===== config.mk =====
export PLATFORM = sky130hd
export DESIGN_NAME = alu_exec_unit
export DESIGN_NICKNAME = d
export VERILOG_FILES = /design/src/rtl/alu_exec_unit.sv
export SDC_FILE = /design/constraint.sdc
export NUM_CORES = 1
export LEC_CHECK = 0
export ABC_AREA = 1
export CORE_UTILIZATION = 31
export DETAILED_ROUTE_END_ITERATION = 10
export PLACE_DENSITY_LB_ADDON = 0.12
export SLEW_MARGIN = 20
export SYNTH_ARGS = -nofsm -noshare
export SYNTH_HDL_FRONTEND = slang
export SYNTH_SLANG_ARGS = --single-unit

===== constraint.sdc =====
create_clock -name clk -period 3.39 [get_ports clk]
set_clock_uncertainty 0.2 [all_clocks]
set_input_delay 0.5085 -clock clk [delete_from_list [all_inputs] [get_ports clk]]
set_output_delay 0.5085 -clock clk [all_outputs]
set_load 0.01 [all_outputs]

===== src/rtl/alu_exec_unit.sv =====
// alu_exec_unit: execute stage between ID and MEM.
// Decodes aluop/funct to an operation and computes it. ADD/SUB/AND/OR/SLT/NOP
// and the degenerate cases (illegal code, divide by zero) complete in one cycle.
// MUL (shift-add) and DIV (restoring) take one bit per cycle, WIDTH iterations.
// Optional feature macro: ALU_FLAGS_EN adds the zero and ovf outputs.
// Ports:
//   clk, rst_n           clock, asynchronous active-low reset
//   in_valid / in_ready  operand handshake (in_ready high only when idle)
//   aluop[2:0], funct[5:0], a, b   opcode and operands, sampled on acceptance
//   out_valid / out_ready result handshake (result held until out_ready)
//   result, rem          low/high product, quotient/remainder, or single-cycle result
//   div_zero, illegal    status, valid with out_valid
//   zero, ovf            (ALU_FLAGS_EN) result==0, signed ADD/SUB overflow
module alu_exec_unit #(
  parameter int unsigned WIDTH = 32
) (
  input  logic             clk,
  input  logic             rst_n,
  input  logic             in_valid,
  output logic             in_ready,
  input  logic [2:0]       aluop,
  input  logic [5:0]       funct,
  input  logic [WIDTH-1:0] a,
  input  logic [WIDTH-1:0] b,
  output logic             out_valid,
  input  logic             out_ready,
  output logic [WIDTH-1:0] result,
  output logic [WIDTH-1:0] rem,
  output logic             div_zero,
  output logic             illegal
`ifdef ALU_FLAGS_EN
  ,
  output logic             zero,
  output logic             ovf
`endif
);

  localparam int unsigned CNT_W = $clog2(WIDTH);
  localparam logic [CNT_W-1:0] LAST_ITER = CNT_W'(WIDTH - 1);

  typedef enum logic [1:0] {S_IDLE, S_MUL, S_DIV, S_DONE} state_e;
  typedef enum logic [3:0] {
    OP_ADD, OP_SUB, OP_AND, OP_OR, OP_SLT, OP_MUL, OP_DIV, OP_NOP, OP_ILL
  } op_e;

  state_e             state, state_next;
  op_e                dec_op;
  logic [WIDTH-1:0]   b_q, b_next;
  logic [CNT_W-1:0]   cnt, cnt_next;
  logic [WIDTH-1:0]   result_next, rem_next;
  logic               div_zero_next, illegal_next;
  logic [WIDTH-1:0]   add_res, sub_res;
  logic               slt_res;
  logic [WIDTH:0]     mul_sum, div_shift, div_diff;
  logic               div_ge;
`ifdef ALU_FLAGS_EN
  logic               zero_next, ovf_next, add_ovf, sub_ovf;
`endif

  // Opcode decode
  always_comb begin
    dec_op = OP_ILL;
    case (aluop)
      3'b000: dec_op = OP_ADD;
      3'b001: dec_op = OP_SUB;
      3'b011: dec_op = OP_AND;
      3'b100: dec_op = OP_OR;
      3'b101: dec_op = OP_SLT;
      3'b010: begin
        case (funct)
          6'b100000: dec_op = OP_ADD;
          6'b100010: dec_op = OP_SUB;
          6'b100100: dec_op = OP_AND;
          6'b100101: dec_op = OP_OR;
          6'b101010: dec_op = OP_SLT;
          6'b011000: dec_op = OP_MUL;
          6'b011010: dec_op = OP_DIV;
          6'b000000: dec_op = OP_NOP;
          default:   dec_op = OP_ILL;
        endcase
      end
      default: dec_op = OP_ILL;
    endcase
  end

  // Single-cycle arithmetic straight from the operand inputs
  always_comb begin
    add_res = a + b;
    sub_res = a - b;
    slt_res = $signed(a) < $signed(b);
`ifdef ALU_FLAGS_EN
    add_ovf = (a[WIDTH-1] == b[WIDTH-1]) && (add_res[WIDTH-1] != a[WIDTH-1]);
    sub_ovf = (a[WIDTH-1] != b[WIDTH-1]) && (sub_res[WIDTH-1] != a[WIDTH-1]);
`endif
  end

  // Iteration steps; result/rem double as the working registers:
  // MUL keeps {rem,result} = {partial high, shifting multiplier},
  // DIV keeps rem = partial remainder, result = dividend shifting into quotient.
  always_comb begin
    mul_sum   = {1'b0, rem} + (result[0] ? {1'b0, b_q} : '0);
    div_shift = {rem, result[WIDTH-1]};
    div_ge    = div_shift >= {1'b0, b_q};
    div_diff  = div_shift - {1'b0, b_q};
  end

  // Next-state and datapath next values
  always_comb begin
    state_next    = state;
    b_next        = b_q;
    cnt_next      = cnt;
    result_next   = result;
    rem_next      = rem;
    div_zero_next = div_zero;
    illegal_next  = illegal;
`ifdef ALU_FLAGS_EN
    ovf_next      = ovf;
    zero_next     = zero;
`endif
    case (state)
      S_IDLE: begin
        if (in_valid) begin
          b_next        = b;
          cnt_next      = '0;
          rem_next      = '0;
          div_zero_next = 1'b0;
          illegal_next  = 1'b0;
          state_next    = S_DONE;
`ifdef ALU_FLAGS_EN
          ovf_next      = 1'b0;
`endif
          case (dec_op)
            OP_ADD: begin
              result_next = add_res;
`ifdef ALU_FLAGS_EN
              ovf_next    = add_ovf;
`endif
            end
            OP_SUB: begin
              result_next = sub_res;
`ifdef ALU_FLAGS_EN
              ovf_next    = sub_ovf;
`endif
            end
            OP_AND: result_next = a & b;
            OP_OR:  result_next = a | b;
            OP_SLT: result_next = WIDTH'(slt_res);
            OP_NOP: result_next = '0;
            OP_MUL: begin
              result_next = a;
              state_next  = S_MUL;
            end
            OP_DIV: begin
              if (b == '0) begin
                result_next   = '1;
                rem_next      = a;
                div_zero_next = 1'b1;
              end else begin
                result_next = a;
                state_next  = S_DIV;
              end
            end
            default: begin
              result_next  = '0;
              illegal_next = 1'b1;
            end
          endcase
        end
      end
      S_MUL: begin
        {rem_next, result_next} = {mul_sum, result[WIDTH-1:1]};
        cnt_next = cnt + 1'b1;
        if (cnt == LAST_ITER) state_next = S_DONE;
      end
      S_DIV: begin
        rem_next    = div_ge ? div_diff[WIDTH-1:0] : div_shift[WIDTH-1:0];
        result_next = {result[WIDTH-2:0], div_ge};
        cnt_next    = cnt + 1'b1;
        if (cnt == LAST_ITER) state_next = S_DONE;
      end
      S_DONE: begin
        if (out_ready) state_next = S_IDLE;
      end
      default: state_next = S_IDLE;
    endcase
`ifdef ALU_FLAGS_EN
    if (state_next == S_DONE) zero_next = (result_next == '0);
`endif
  end

  // State and output registers
  always_ff @(posedge clk or negedge rst_n) begin
    if (!rst_n) begin
      state     <= S_IDLE;
      in_ready  <= 1'b1;
      out_valid <= 1'b0;
      b_q       <= '0;
      cnt       <= '0;
      result    <= '0;
      rem       <= '0;
      div_zero  <= 1'b0;
      illegal   <= 1'b0;
`ifdef ALU_FLAGS_EN
      zero      <= 1'b0;
      ovf       <= 1'b0;
`endif
    end else begin
      state     <= state_next;
      in_ready  <= (state_next == S_IDLE);
      out_valid <= (state_next == S_DONE);
      b_q       <= b_next;
      cnt       <= cnt_next;
      result    <= result_next;
      rem       <= rem_next;
      div_zero  <= div_zero_next;
      illegal   <= illegal_next;
`ifdef ALU_FLAGS_EN
      zero      <= zero_next;
      ovf       <= ovf_next;
`endif
    end
  end

endmodule

Yosys cells after proc, flatten, opt, wreduce, memory -nomap -nowiden
Cells that the tools add are included.
{ "totals": {"register_bits": 107, "in_bits": 77, "out_inout_bits": 68} }
{ "classes": {"addsub": 5, "n_lt_le_gt_ge": 2, "eq_ne": 25, "muxes": 23, "bitwise": 2, "reduce_logical": 13} }
{ "ops": {"columns": ["op", "n"], "rows": [
  ["2-to-1 mux 32 bit", 7],
  ["one-hot mux 32 bit (7 select lines)", 1],
  ["one-hot mux 32 bit (3 select lines)", 2],
  ["subtractor 32 bit", 2],
  ["adder 32 x 32 -> 33 bit", 1],
  [">= comparator 33 x 32 -> 1 bit", 1],
  ["adder 32 bit", 1],
  ["bitwise AND 32 bit", 1],
  ["zero test 32 bit", 1],
  ["less-than comparator 32 bit", 1],
  ["bitwise OR 32 bit", 1],
  ["one-hot mux 4 bit (8 select lines)", 1],
  ["equality test 6 bit, second input constant", 5],
  ["one-hot mux 4 bit (6 select lines)", 1],
  ["equality test 4 x 3 -> 1 bit, second input constant", 4],
  ["equality test 6 x 5 -> 1 bit, second input constant", 2],
  ["one-hot mux 5 bit (2 select lines)", 1],
  ["equality test 4 x 2 -> 1 bit, second input constant", 2],
  ["OR reduction 8 bit", 1],
  ["equality test 2 bit, second input constant", 3],
  ["equality test 3 x 2 -> 1 bit, second input constant", 2],
  ["equality test 3 bit, second input constant", 2],
  ["zero test 6 bit", 1],
  ["2-to-1 mux 2 bit", 3],
  ["other kinds (17)", 23]
]} }

Longest topological paths before layout
{ "logic_depth": {"depth_word": 8, "ltp_mapped": 23, "ltp_nobuf": 21} }

Worst setup path after synthesis
Ideal clock, no wire load.
{ "synth_timing": {"path_type": "register to register", "start": "register result[0]", "end": "register rem[19]", "arrival_ns": 2.978, "t_required_ns": 3.073, "setup_slack_ns": 0.095, "stages_incl_launch_ff": 24, "synth_period_minus_slack_ns": 3.295, "path_cell_list": "dfrtp_1 > clkbuf_1 > clkbuf_1 > nand2_1 > inv_1 > ha_1 > inv_1 > fa_1 > inv_1 > nand3_1 > nand2_1 > inv_1 > o21ai_0 > inv_1 > o21ai_0 > nand2_1 > nand2_1 > nand2_1 > nand3_1 > nand2_1 > inv_1 > nand2_1 > nand2_1 > nand2_1"} }
{ "synth_via": {"elab_chain_len": 3} }
{ "synth_rtl": {"columns": ["item", "line", "rtl"], "rows": [
  ["from (decl)", "27", "output logic [WIDTH-1:0] result,"],
  ["from (signal assigned)", "213", "result <= result_next;"],
  ["2-to-1 mux 32 bit", "101", "mul_sum = {1'b0, rem} + (result[0] ? {1'b0, b_q} : '0);"],
  ["adder 32 x 32 -> 33 bit", "101", null],
  ["one-hot mux 32 bit (3 select lines)", "120", "case (state)"],
  ["to (signal assigned)", "214", "rem <= rem_next;"],
  ["to (decl)", "28", "output logic [WIDTH-1:0] rem,"]
]} }
No other way between the ends.
A chain may end at the register's enable or synchronous reset.

Worst setup path after layout
{ "layout_timing": {"start": "input port b[2]", "end": "register result[9]"} }
{ "layout_via": {"elab_chain_len": 5, "word_cells_on_any_way": 7, "cone_classes": "add/sub (2); mux (4); reduce/logical (1)"} }
{ "layout_rtl": {"columns": ["item", "line", "rtl"], "rows": [
  ["from (decl)", "24", "input logic [WIDTH-1:0] b,"],
  ["branches (longest 2 deep; another with subtractor 32 bit)", null, null],
  ["one-hot mux 32 bit (7 select lines) *", "132", "case (dec_op)"],
  ["2-to-1 mux 32 bit *", "122", "if (in_valid) begin"],
  ["one-hot mux 32 bit (3 select lines) *", "120", null]
]} }
Mark *: on every way between the ends. The select of a mux whose other input is x is not followed.

==> run summary <==
Among all stages on the critical path, the largest delay is contributed by sky130_fd_sc_hd__clkdlybuf4s50_1. Power comes to 18400 uW. Counting flops and latches in the post-synthesis netlist gives 107. The share of final-layout standard cells stronger than drive strength 1 is 13.8%.

The number of nets handed over by synthesis was 3459. Global routing used 31.3% of the available tracks across all layers. TritonCTS built the clock tree. The final layout contains 3955 nets.

The final number of hold-violating endpoints is 0, and the number of violations of the max-capacitance limit is 0. The leakage power came out at 0.0130 uW. The critical setup path kind is in2reg. After synthesis, the share of flip-flops with an asynchronous set or reset is 100%. The worst setup path startpoint was b[2]. The run gives 0 as the count of pins over their slew limit. The startpoint identified for the worst register-to-register timing path is result[31]$_DFFE_PN0P_. Measured against its own limit, the worst slew margin works out to 57.0%.

The path class of the tightest hold or removal check is reg2reg. Across all hold checks on the routed design, the worst slack comes to 292 ps. The kind of launch point of the worst setup path was a primary input. Synthesized area divided by synthesized cell count: 5.51 um^2. The total wirelength of the detailed-routed design was 91000 um. Setup violations remaining at the end of the flow were counted as 0. During I/O placement, the number of pins put on the boundary was 145.

The logs give 22000 for the number of global-route vias before repair and 2 for the maximum clock path buffer count. Synthesis produced a netlist whose cell count is 3206. Data on the critical path arrives at its endpoint at 3330 ps.

For the worst setup timing slack at the placement stage, the log shows -341 ps. The final route contains 22500 vias. Cell with the most instances after synthesis: sky130_fd_sc_hd__nand2_1.

Of the synthesized area, sequential elements account for 15.2%. By count the netlist is led by sky130_fd_sc_hd__nand2_1 (977), sky130_fd_sc_hd__inv_1 (502), sky130_fd_sc_hd__nor2_1 (401). The remaining antenna violation count was 0; the largest stage delay on the critical path was 490 ps. Fraction of post-synthesis cell area in the top cell type by area: 20.8%. Entering global routing, the biggest net connects 68 pins.

The number of buffers and inverters on the critical path is 3. In this run, synthesis inferred 0 flip-flops with an integrated enable. The logs give 44 for the distinct cell type count of the synthesized netlist and 140 ps for the minimum setup slack in the final design. For this design the ratio of total power to cell area is 784 nW/um^2. The clock reaches the later pin of the worst-skew pair after 390 ps. The maximum fanout along the worst path came out at 6. The repair_antennas step left the layout with diodes totalling 0. Critical path endpoint category: a flop. From left edge to right edge, the die measures 241 um.

TritonCTS created 9 clock buffers. By area the synthesized netlist is led by sky130_fd_sc_hd__nand2_1 (21%), sky130_fd_sc_hd__dfrtp_1 (15%), sky130_fd_sc_hd__ha_1 (12%), sky130_fd_sc_hd__inv_1 (11%), sky130_fd_sc_hd__nor2_1 (8.5%). Setup repair after global routing left no endpoint under its margin. Timing would allow up to 308 MHz. Of all cell types, the one taking the most synthesized area is sky130_fd_sc_hd__nand2_1. The floorplan core area was 56300 um^2. The clock tree synthesis step divided the H-tree into 3 levels. The flow ran to the end, and the final reports show no timing, DRC or antenna violations. Relative to the synthesized area, the layout overhead comes to 33.2%. Dividing the final minimum period by the clock period gives 95.9%.

Average detailed-routed wire length per instance: 20.4 um. Before antenna repair, the detailed router went through 7 iterations. The number of antenna violations at the first check in global routing was 2. After detailed routing, the number of remaining DRC violations is 0. The iteration-0 DRC count of the detailed router is 1552. The leading register cell type out of synthesis was sky130_fd_sc_hd__dfrtp_1. The number of input and output port buffers inserted works out to 144. The most numerous cell on the critical path is sky130_fd_sc_hd__nand2_1.

The cell area that synthesis handed to floorplanning was 17700 um^2. For the critical path data required time, the log shows 3470 ps. The clock-pin transition on the worst setup and hold timing paths is 80 ps, and the number of placed cells counting well taps is 4446.

The count of non-filler cells in the finished layout is 4463, and the number of warnings reported in the yosys synthesis log is 0. At the pin with the least slew margin, the transition time is 645 ps. The die covers 57900 um^2. The post-route minimum period is 3250 ps, and the estimated wirelength of the detail-placed design is 77400 um.

The global placer's final weighted congestion was 0.989. Summed over all layers, the global routing overflow is 0. The first global-routing pass estimated 134000 um of wire. The worst hold path begins at div_zero$_DFFE_PN0P_.

The kind of cell with the highest combined delay along the critical path is simple AND/OR/NAND/NOR gates. The die span in y came out at 241 um. The tools report the site row count as 87. Traced cell by cell, the critical path runs through clkdlybuf4s50_1, inv_1, ha_1, inv_1, nand2_1, nand3_1, nand2_1, nand2_1, nand2_1, nand2_1, nand2_1, nand2_1, nand3_1, nand2_1, nor2_1, nand2_1, a21oi_1, nor2_1.

For this configuration, the core starts out at a cell density of 31.4%. Across the VDD grid, the largest voltage drop is 629 uV. The number of clock sinks came out at 107.

The tools report the clock tree root driver cell as sky130_fd_sc_hd__clkbuf_16. The vias per cell is 5.05.
final timing paths:
check                      slack (ps)  cells past startpoint               endpoint
hold reg to reg                   290                      2   div_zero$_DFFE_PN0P_
hold / removal                    290                      2   div_zero$_DFFE_PN0P_
max in group asynchronous        1750                      3    rem[24]$_DFFE_PN0P_
min in group asynchronous         370                      2    out_valid$_DFF_PN0_
setup reg to reg                  180                     18    rem[26]$_DFFE_PN0P_
setup / recovery                  140                     18  result[9]$_DFFE_PN0P_
per-layer routing:
metal	part of all wire, %	global-route usage, %	vias to the layer above	wire [um]
li1	-	-	11200	-
met1	45	41.4	10600	40700
met2	47	53.2	697	42600
met3	5.2	2.64	108	4710
met4	3.3	10.4	2	2970
met5	0.014	0	-	13
layout by cell type (no fill, tap or decap), drive strengths merged, types with 3 or more instances in the layout:
master	n
nand2	981
inv	505
buf	444
nor2	407
nand3	301
a21oi	203
ha	172
o21ai	171
clkdlybuf4s50	143
dfrtp	106
nand4	54
o31ai	29
o22ai	29
nor3	24
xnor2	22
xor2	21
o21bai	13
clkbuf	13
a21o	12
nand3b	12
or2	12
nor4	7
o21a	4
fa	4
clkinv	3
o211ai	3
layout make-up:
| cell class | count | area [um^2] |
|---|---|---|
| inverter | 507 | 1900 |
| tap | 756 | 946 |
| clock inverter | 3 | 46.3 |
| multi-input combinational | 2489 | 12700 |
| clock buffer | 13 | 250 |
| timing repair buffer | 588 | 4990 |
| sequential | 107 | 2680 |
| fill | 6294 | 32800 |
timing repair:
item | in CTS | in global routing
hold endpoints to repair | 16 | 0
setup endpoints to repair | 3 | 30
setup buffers | 0 | 0
hold buffers | 1 | 0
gates resized for setup | 1 | 23
pin swaps | 0 | 0
report_power, final:
group | switching, uW | total [uW] | internal, uW | leakage, uW
Combinational | 9250 | 14800 | 5500 | 0.0115
Clock | 549 | 1150 | 599 | 0.000140
Sequential | 614 | 2530 | 1910 | 0.00133
Total | 10400 | 18400 | 8010 | 0.0130
tightest hold or removal path, stage by stage, from the launching register on:
cell and delay (ps):
sky130_fd_sc_hd__dfrtp_1 350, sky130_fd_sc_hd__nand2_1 50, sky130_fd_sc_hd__o21ai_0 60
metrics by stage:
step           setup TNS (ps)  util [%]  cell area [um^2]
6_report                    0      41.8             23500
5_1_grt                     0      41.8             23500
4_1_cts                     0      41.7             23500
3_5_place_dp            -5050      41.1             23100
3_3_place_gp            -5090      41.1             23100
2_1_floorplan               0         -             17700
sequential cells by signal (all words and copies together), names as in the netlist:
name,cells
state,2
cnt,5
illegal,1
out_valid,1
b_q,32
result,32
in_ready,1
div_zero,1
rem,32
logic make-up after synthesis:
kind of cell    share of synthesized area (%)
compound gates                           14.4
buf+inv                                  13.3
fa+ha+maj                                12.6
xor+xnor                                 2.13
simple gates                             42.3
flops                                    15.2
No activity file was read; power rests on OpenSTA's default activity.
